### config.mk
export PLATFORM = sky130hd
export DESIGN_NAME = fetch_decode_queue_flat
export DESIGN_NICKNAME = d
export VERILOG_FILES = /design/src/rtl/fetch_decode_queue_if.sv /design/src/rtl/fetch_decode_queue.sv /design/src/flat_wrapper.sv
export SDC_FILE = /design/constraint.sdc
export NUM_CORES = 1
export LEC_CHECK = 0
export CAP_MARGIN = 20
export CORE_MARGIN = 4
export CORE_UTILIZATION = 51
export DETAILED_ROUTE_END_ITERATION = 16
export GPL_TIMING_DRIVEN = 1
export PLACE_DENSITY = 0.81
export SETUP_SLACK_MARGIN = 0.02
export SLEW_MARGIN = 20
export SYNTH_ARGS = -nofsm -noshare
export SYNTH_HDL_FRONTEND = slang
export SYNTH_SLANG_ARGS = --single-unit
### constraint.sdc
create_clock -name clk -period 4.3 [get_ports clk]
set_input_delay 0.645 -clock clk [delete_from_list [all_inputs] [get_ports clk]]
set_output_delay 0.645 -clock clk [all_outputs]
set_load 0.05 [all_outputs]
### src/rtl/fetch_decode_queue_if.sv
// Fetch-to-decode handshake bundle: fetch push side, decode pop side and decoded head fields.
interface fetch_decode_queue_if #(
  parameter int unsigned DEPTH = 4
);
  localparam int unsigned PTR_W = (DEPTH > 1) ? $clog2(DEPTH) : 1;
  localparam int unsigned CNT_W = PTR_W + 1;

  logic             in_valid;
  logic             in_ready;
  logic [31:0]      in_instr;
  logic [63:0]      in_PC;
  logic             flush;
  logic             out_valid;
  logic             out_ready;
  logic [31:0]      out_instr;
  logic [63:0]      out_PC;
  logic [5:0]       opcode;
  logic [4:0]       rt;
  logic [4:0]       ra;
  logic [4:0]       rb;
  logic [9:0]       xo;
  logic [63:0]      imm_sext;
  logic [63:0]      ds_sext;
  logic [CNT_W-1:0] count;

  // Queue side
  modport slave (
    input  in_valid, in_instr, in_PC, flush, out_ready,
    output in_ready, out_valid, out_instr, out_PC, opcode, rt, ra, rb, xo,
           imm_sext, ds_sext, count
  );

  // Fetch/decode environment side
  modport master (
    output in_valid, in_instr, in_PC, flush, out_ready,
    input  in_ready, out_valid, out_instr, out_PC, opcode, rt, ra, rb, xo,
           imm_sext, ds_sext, count
  );
endinterface

### src/rtl/fetch_decode_queue.sv
// Circular instruction queue between fetch and decode, with combinational decode of the head entry.
// Flush discards everything queued plus the instruction offered in the same cycle.
module fetch_decode_queue #(
  parameter int unsigned DEPTH = 4
) (
  input  logic                  clk,
  input  logic                  rst_n,
  fetch_decode_queue_if.slave   q
);
  localparam int unsigned PTR_W = (DEPTH > 1) ? $clog2(DEPTH) : 1;
  localparam int unsigned CNT_W = PTR_W + 1;

  typedef struct packed {
    logic [31:0] instr;
    logic [63:0] pc;
  } entry_t;

  entry_t           mem_q [DEPTH];
  logic [PTR_W-1:0] wr_ptr_q, wr_ptr_d;
  logic [PTR_W-1:0] rd_ptr_q, rd_ptr_d;
  logic [CNT_W-1:0] count_q,  count_d;
  logic             push_c;
  logic             pop_c;
  entry_t           head_c;

  assign q.in_ready  = (count_q < CNT_W'(DEPTH));
  assign q.out_valid = (count_q != '0);
  assign q.count     = count_q;

  assign push_c = q.in_valid  && q.in_ready  && !q.flush;
  assign pop_c  = q.out_valid && q.out_ready && !q.flush;

  // Pointer/occupancy next state; power-of-two depth lets pointers wrap naturally
  always_comb begin
    wr_ptr_d = wr_ptr_q;
    rd_ptr_d = rd_ptr_q;
    count_d  = count_q;
    if (q.flush) begin
      wr_ptr_d = '0;
      rd_ptr_d = '0;
      count_d  = '0;
    end else begin
      if (push_c) wr_ptr_d = wr_ptr_q + PTR_W'(1);
      if (pop_c)  rd_ptr_d = rd_ptr_q + PTR_W'(1);
      case ({push_c, pop_c})
        2'b10:   count_d = count_q + CNT_W'(1);
        2'b01:   count_d = count_q - CNT_W'(1);
        default: count_d = count_q;
      endcase
    end
  end

  always_ff @(posedge clk or negedge rst_n) begin
    if (!rst_n) begin
      wr_ptr_q <= '0;
      rd_ptr_q <= '0;
      count_q  <= '0;
    end else begin
      wr_ptr_q <= wr_ptr_d;
      rd_ptr_q <= rd_ptr_d;
      count_q  <= count_d;
    end
  end

  // Payload storage is never reset; occupancy gating hides stale contents
  always_ff @(posedge clk) begin
    if (push_c) mem_q[wr_ptr_q] <= '{instr: q.in_instr, pc: q.in_PC};
  end

  always_comb begin
    head_c = '0;
    if (q.out_valid) head_c = mem_q[rd_ptr_q];
  end

  assign q.out_instr = head_c.instr;
  assign q.out_PC    = head_c.pc;
  assign q.opcode    = head_c.instr[31:26];
  assign q.rt        = head_c.instr[25:21];
  assign q.ra        = head_c.instr[20:16];
  assign q.rb        = head_c.instr[15:11];
  assign q.xo        = head_c.instr[10:1];
  assign q.imm_sext  = {{48{head_c.instr[15]}}, head_c.instr[15:0]};
  assign q.ds_sext   = {{48{head_c.instr[15]}}, head_c.instr[15:2], 2'b00};

endmodule
### src/flat_wrapper.sv
// flat-port wrapper written by rule: the top's interface ports become plain ports
module fetch_decode_queue_flat 
#(
  parameter int unsigned DEPTH = 4
)
  (clk, rst_n, q_in_valid, q_in_instr, q_in_PC, q_flush, q_out_ready, q_in_ready, q_out_valid, q_out_instr, q_out_PC, q_opcode, q_rt, q_ra, q_rb, q_xo, q_imm_sext, q_ds_sext, q_count);
  fetch_decode_queue_if #(.DEPTH(DEPTH)) q_i ();
  input  logic clk;
  input  logic rst_n;
  input wire logic [$bits(q_i.in_valid)-1:0] q_in_valid;
  input wire logic [$bits(q_i.in_instr)-1:0] q_in_instr;
  input wire logic [$bits(q_i.in_PC)-1:0] q_in_PC;
  input wire logic [$bits(q_i.flush)-1:0] q_flush;
  input wire logic [$bits(q_i.out_ready)-1:0] q_out_ready;
  output wire logic [$bits(q_i.in_ready)-1:0] q_in_ready;
  output wire logic [$bits(q_i.out_valid)-1:0] q_out_valid;
  output wire logic [$bits(q_i.out_instr)-1:0] q_out_instr;
  output wire logic [$bits(q_i.out_PC)-1:0] q_out_PC;
  output wire logic [$bits(q_i.opcode)-1:0] q_opcode;
  output wire logic [$bits(q_i.rt)-1:0] q_rt;
  output wire logic [$bits(q_i.ra)-1:0] q_ra;
  output wire logic [$bits(q_i.rb)-1:0] q_rb;
  output wire logic [$bits(q_i.xo)-1:0] q_xo;
  output wire logic [$bits(q_i.imm_sext)-1:0] q_imm_sext;
  output wire logic [$bits(q_i.ds_sext)-1:0] q_ds_sext;
  output wire logic [$bits(q_i.count)-1:0] q_count;
  assign q_i.in_valid = q_in_valid;
  assign q_i.in_instr = q_in_instr;
  assign q_i.in_PC = q_in_PC;
  assign q_i.flush = q_flush;
  assign q_i.out_ready = q_out_ready;
  assign q_in_ready = q_i.in_ready;
  assign q_out_valid = q_i.out_valid;
  assign q_out_instr = q_i.out_instr;
  assign q_out_PC = q_i.out_PC;
  assign q_opcode = q_i.opcode;
  assign q_rt = q_i.rt;
  assign q_ra = q_i.ra;
  assign q_rb = q_i.rb;
  assign q_xo = q_i.xo;
  assign q_imm_sext = q_i.imm_sext;
  assign q_ds_sext = q_i.ds_sext;
  assign q_count = q_i.count;
  fetch_decode_queue #(.DEPTH(DEPTH)) u_core (.clk(clk), .rst_n(rst_n), .q(q_i));
endmodule
==> results.md <==
- CP delay by family, top: simple AND/OR/NAND/NOR gates
- Register Area: 11710 sq um
- Rows: 64
- Max transition margin: 0.3076
- Reg2Reg Launch Point: u_core.q.count[0]$_DFFE_PN0P_
- Synth area leader: edfxtp_1
- LEAKAGE: 6.658 nW
- Dpl hpwl: 21.63 mm
- Met3 routed WL: 3.250 mm
- Final wirelength: 33.29 mm
- Remaining antenna violation count after routing: 0
- Die ar.: 34660 sq um
- Worst path bufs/invs: 1
- Vias per cell: 5.379
- Finished Layout Cells: 1471
- Period minus WS final: 3.943 ns
- MaxCap Viol Count: 0
- Vias in the first global route: 8084
- Power, Total: 11.67 mW
- Area Overhead vs Synth: 23.99%
- RD Place Congestion: 0.7135
- Post-synth cell types: 29
- DR top layer: met5
- Hold Fails Final Rpt: 0
- Worst Reg-to-Reg Cells: 8
- Metal2 WL: 17.64 mm
- Crit Reg-Reg Endpoint: u_core.q.count[2]$_DFFE_PN0P_
- GRT overflow: 0
- Remaining DRCs: 0
- Critical Path End Type: output port
- DIE WIDTH: 186.2 um
- #FFs+latches synth: 391
- Avg Cell Area, Syn: 19.56 sq um
- Setup slack at placement: 0.8602 ns
- Post-layout nets: 1154
- Final core utilization: 0.6479
- CP max-delay cell: clkdlybuf4s50_1
- Max Slew Vio Count: 0
- Startpoint Class: register
- Average wire per standard cell: 22.63 um
- Crit path from: u_core.q.count[0]$_DFFE_PN0P_
- Critical path depth: 3
- WL met1: 11.84 mm
- FILL cells: 2017
- Syn. warnings: 0
- Iteration-0 DRC count of the detailed router: 590
- Initial core utilization: 0.5225
- H-tree Lvls: 2
- R2R setup slack: 1.19 ns
- Placement Cell Area: 18890 sq um
- Vias: 7913
- Multi-input logic area: 3097 sq um
- Insertion delay to the later sink of the worst-skew pair: 0.52 ns
- GRT Util Overall: 0.1891
- Worst Skew: 0.02042 ns
- Synth area leaders: edfxtp_1 71%, mux4_2 13%, buf_4 7.4%
- Die height: 186.2 um
- First-pass GRT wire length: 49.22 mm
- Hold slack final: 0.3957 ns
- Core area: 30990 sq um
- Initial antenna violation count: 2
- Placed cells: 1404
- Number of hold buffers added after cts: 0
- Setup CP Type: register to output port
- Worst Path Max Fanout: 99
- Final worst-path cycle share: 0.9170
- Clk sinks: 391
- Post-synthesis cell area: 16190 sq um
- Status: completed
- Worst-path clk slew: 0.07 ns
- Number of port buffers: 358
- Largest net degree at the start of global routing: 100
- Pwr dens: 581.3 nW/um^2
- Syn Inst Count: 828
- CTS tree: done
- CP max stage delay: 0.97 ns
- CTS resizes: 0
- Ports: 361
- Critical Path RT: 3.65 ns
- Setup violators final: 0
- Seq/Total Area, Yosys: 0.7230
- Yosys top cell area share: 0.7122
- RSZ-0062 raised after global routing: no
- TritonCTS Buffers: 38
- Longest Clk Path Bufs: 3
- Layout cells sized above 1: 0.2505
- Worst path cell trace: or3_4, and2_1, clkdlybuf4s50_1
- Root Buffer: clkbuf_16
- Worst slew pin tran: 1.039 ns
- First drt pass iteration count: 4
- Worst VDD drop: 0.4162 mV
- Tightest Hold Check Type: input port to async pin
- Post-route setup slack: 0.3570 ns
- Maximum clock frequency: 253.6 MHz
- Post-route cell area: 20080 sq um
- Worst setup endpoint: q_ds_sext[13]
- Setup tns final: 0 ns
- Setup Fix Bufs, Post-CTS: 0
- CP Data Arrival Time: 3.30 ns
cells in the final DEF (no fill, tap or decap), types with 3 or more instances in the layout:
cell / count
dfrtp_1: 5
ha_1: 4
buf_4: 108
buf_12: 9
a21oi_1: 4
nor2_1: 8
clkbuf_1: 10
clkdlybuf4s50_1: 258
edfxtp_1: 384
and2_4: 4
nand2_1: 3
and2_1: 95
mux4_2: 96
clkbuf_16: 39
inv_1: 3
clkinv_1: 9
bufinv_16: 3
layer usage:
| layer | up-vias | GRT usage |
|---|---|---|
| li1 | 3477 | - |
| met1 | 4040 | 0.2264 |
| met4 | 4 | 0.04168 |
| met5 | - | 0 |
| met3 | 46 | 0.06457 |
| met2 | 346 | 0.3351 |
flip-flops by register name, summed over array words and instances, names as in the netlist:
name / count
u_core.mem_q: 384
u_core.rd_ptr_q: 2
u_core.wr_ptr_q: 2
u_core.q.count: 3
power breakdown:
| part | internal [mW] | switching [mW] | leakage, nW |
|---|---|---|---|
| clock network | 1.85 | 1.34 | 0.571 |
| logic | 1.31 | 2.77 | 2.51 |
| registers | 4.33 | 0.0605 | 3.58 |
final cells by class:
cell class / count / area share
diodes: 1 / 0.0001246
clock buffers: 49 / 0.05048
clock inverters: 17 / 0.008476
inverters: 3 / 0.0005609
multi-input cells: 239 / 0.1542
flip-flops and latches: 391 / 0.5834
well taps: 396 / 0.02468
repair buffers: 375 / 0.1780
Yosys cell counts:
cell      count
buf_6         4
buf_4       159
nand2_1       3
inv_1         3
a21o_1        2
mux2i_1       2
o21ai_0       2
buf_12        1
xnor2_1       2
ha_1          4
buf_2        15
nand2b_1      1
dfrtp_1       7
nor2b_1       2
or3_1         1
a21oi_1       4
nor3_1        1
or4b_2        1
nand3_1       2
conb_1        1
nor2_1        8
a221oi_1      2
xor2_1        2
o22ai_1       1
edfxtp_1    384
fa_1          1
clkbuf_1     17
mux4_2       96
and2_1      100
logic make-up (layout without fill, tap and decap cells):
group / Yosys count / in the layout / share of synthesized area
AND/OR/NAND/NOR: 119 / 119 / 0.04428
XOR/XNOR: 4 / 4 / 0.002164
AO/OA/AOI/OAI: 11 / 11 / 0.004250
adder cells (fa/ha/maj): 5 / 5 / 0.004328
flip-flops: 391 / 391 / 0.7230
multiplexers: 98 / 98 / 0.1348
other: 1 / 3 / 0.0002316
buffers and inverters: 199 / 444 / 0.08701
worst min-delay path by stage:
stage,depth (start not counted),end,start,slack (ns)
after floorplan,0,u_core.q.count[0]$_DFFE_PN0P_,rst_n,0.35
final,1,u_core.rd_ptr_q[1]$_DFFE_PN0P_,rst_n,0.40
after global routing,1,u_core.q.count[0]$_DFFE_PN0P_,rst_n,0.40
after CTS,1,u_core.rd_ptr_q[1]$_DFFE_PN0P_,rst_n,0.38
after global placement,2,u_core.wr_ptr_q[0]$_DFFE_PN0P_,u_core.wr_ptr_q[0]$_DFFE_PN0P_,0.60
after detailed placement,2,u_core.wr_ptr_q[0]$_DFFE_PN0P_,u_core.wr_ptr_q[0]$_DFFE_PN0P_,0.64
No activity file was read; power rests on OpenSTA's default activity.
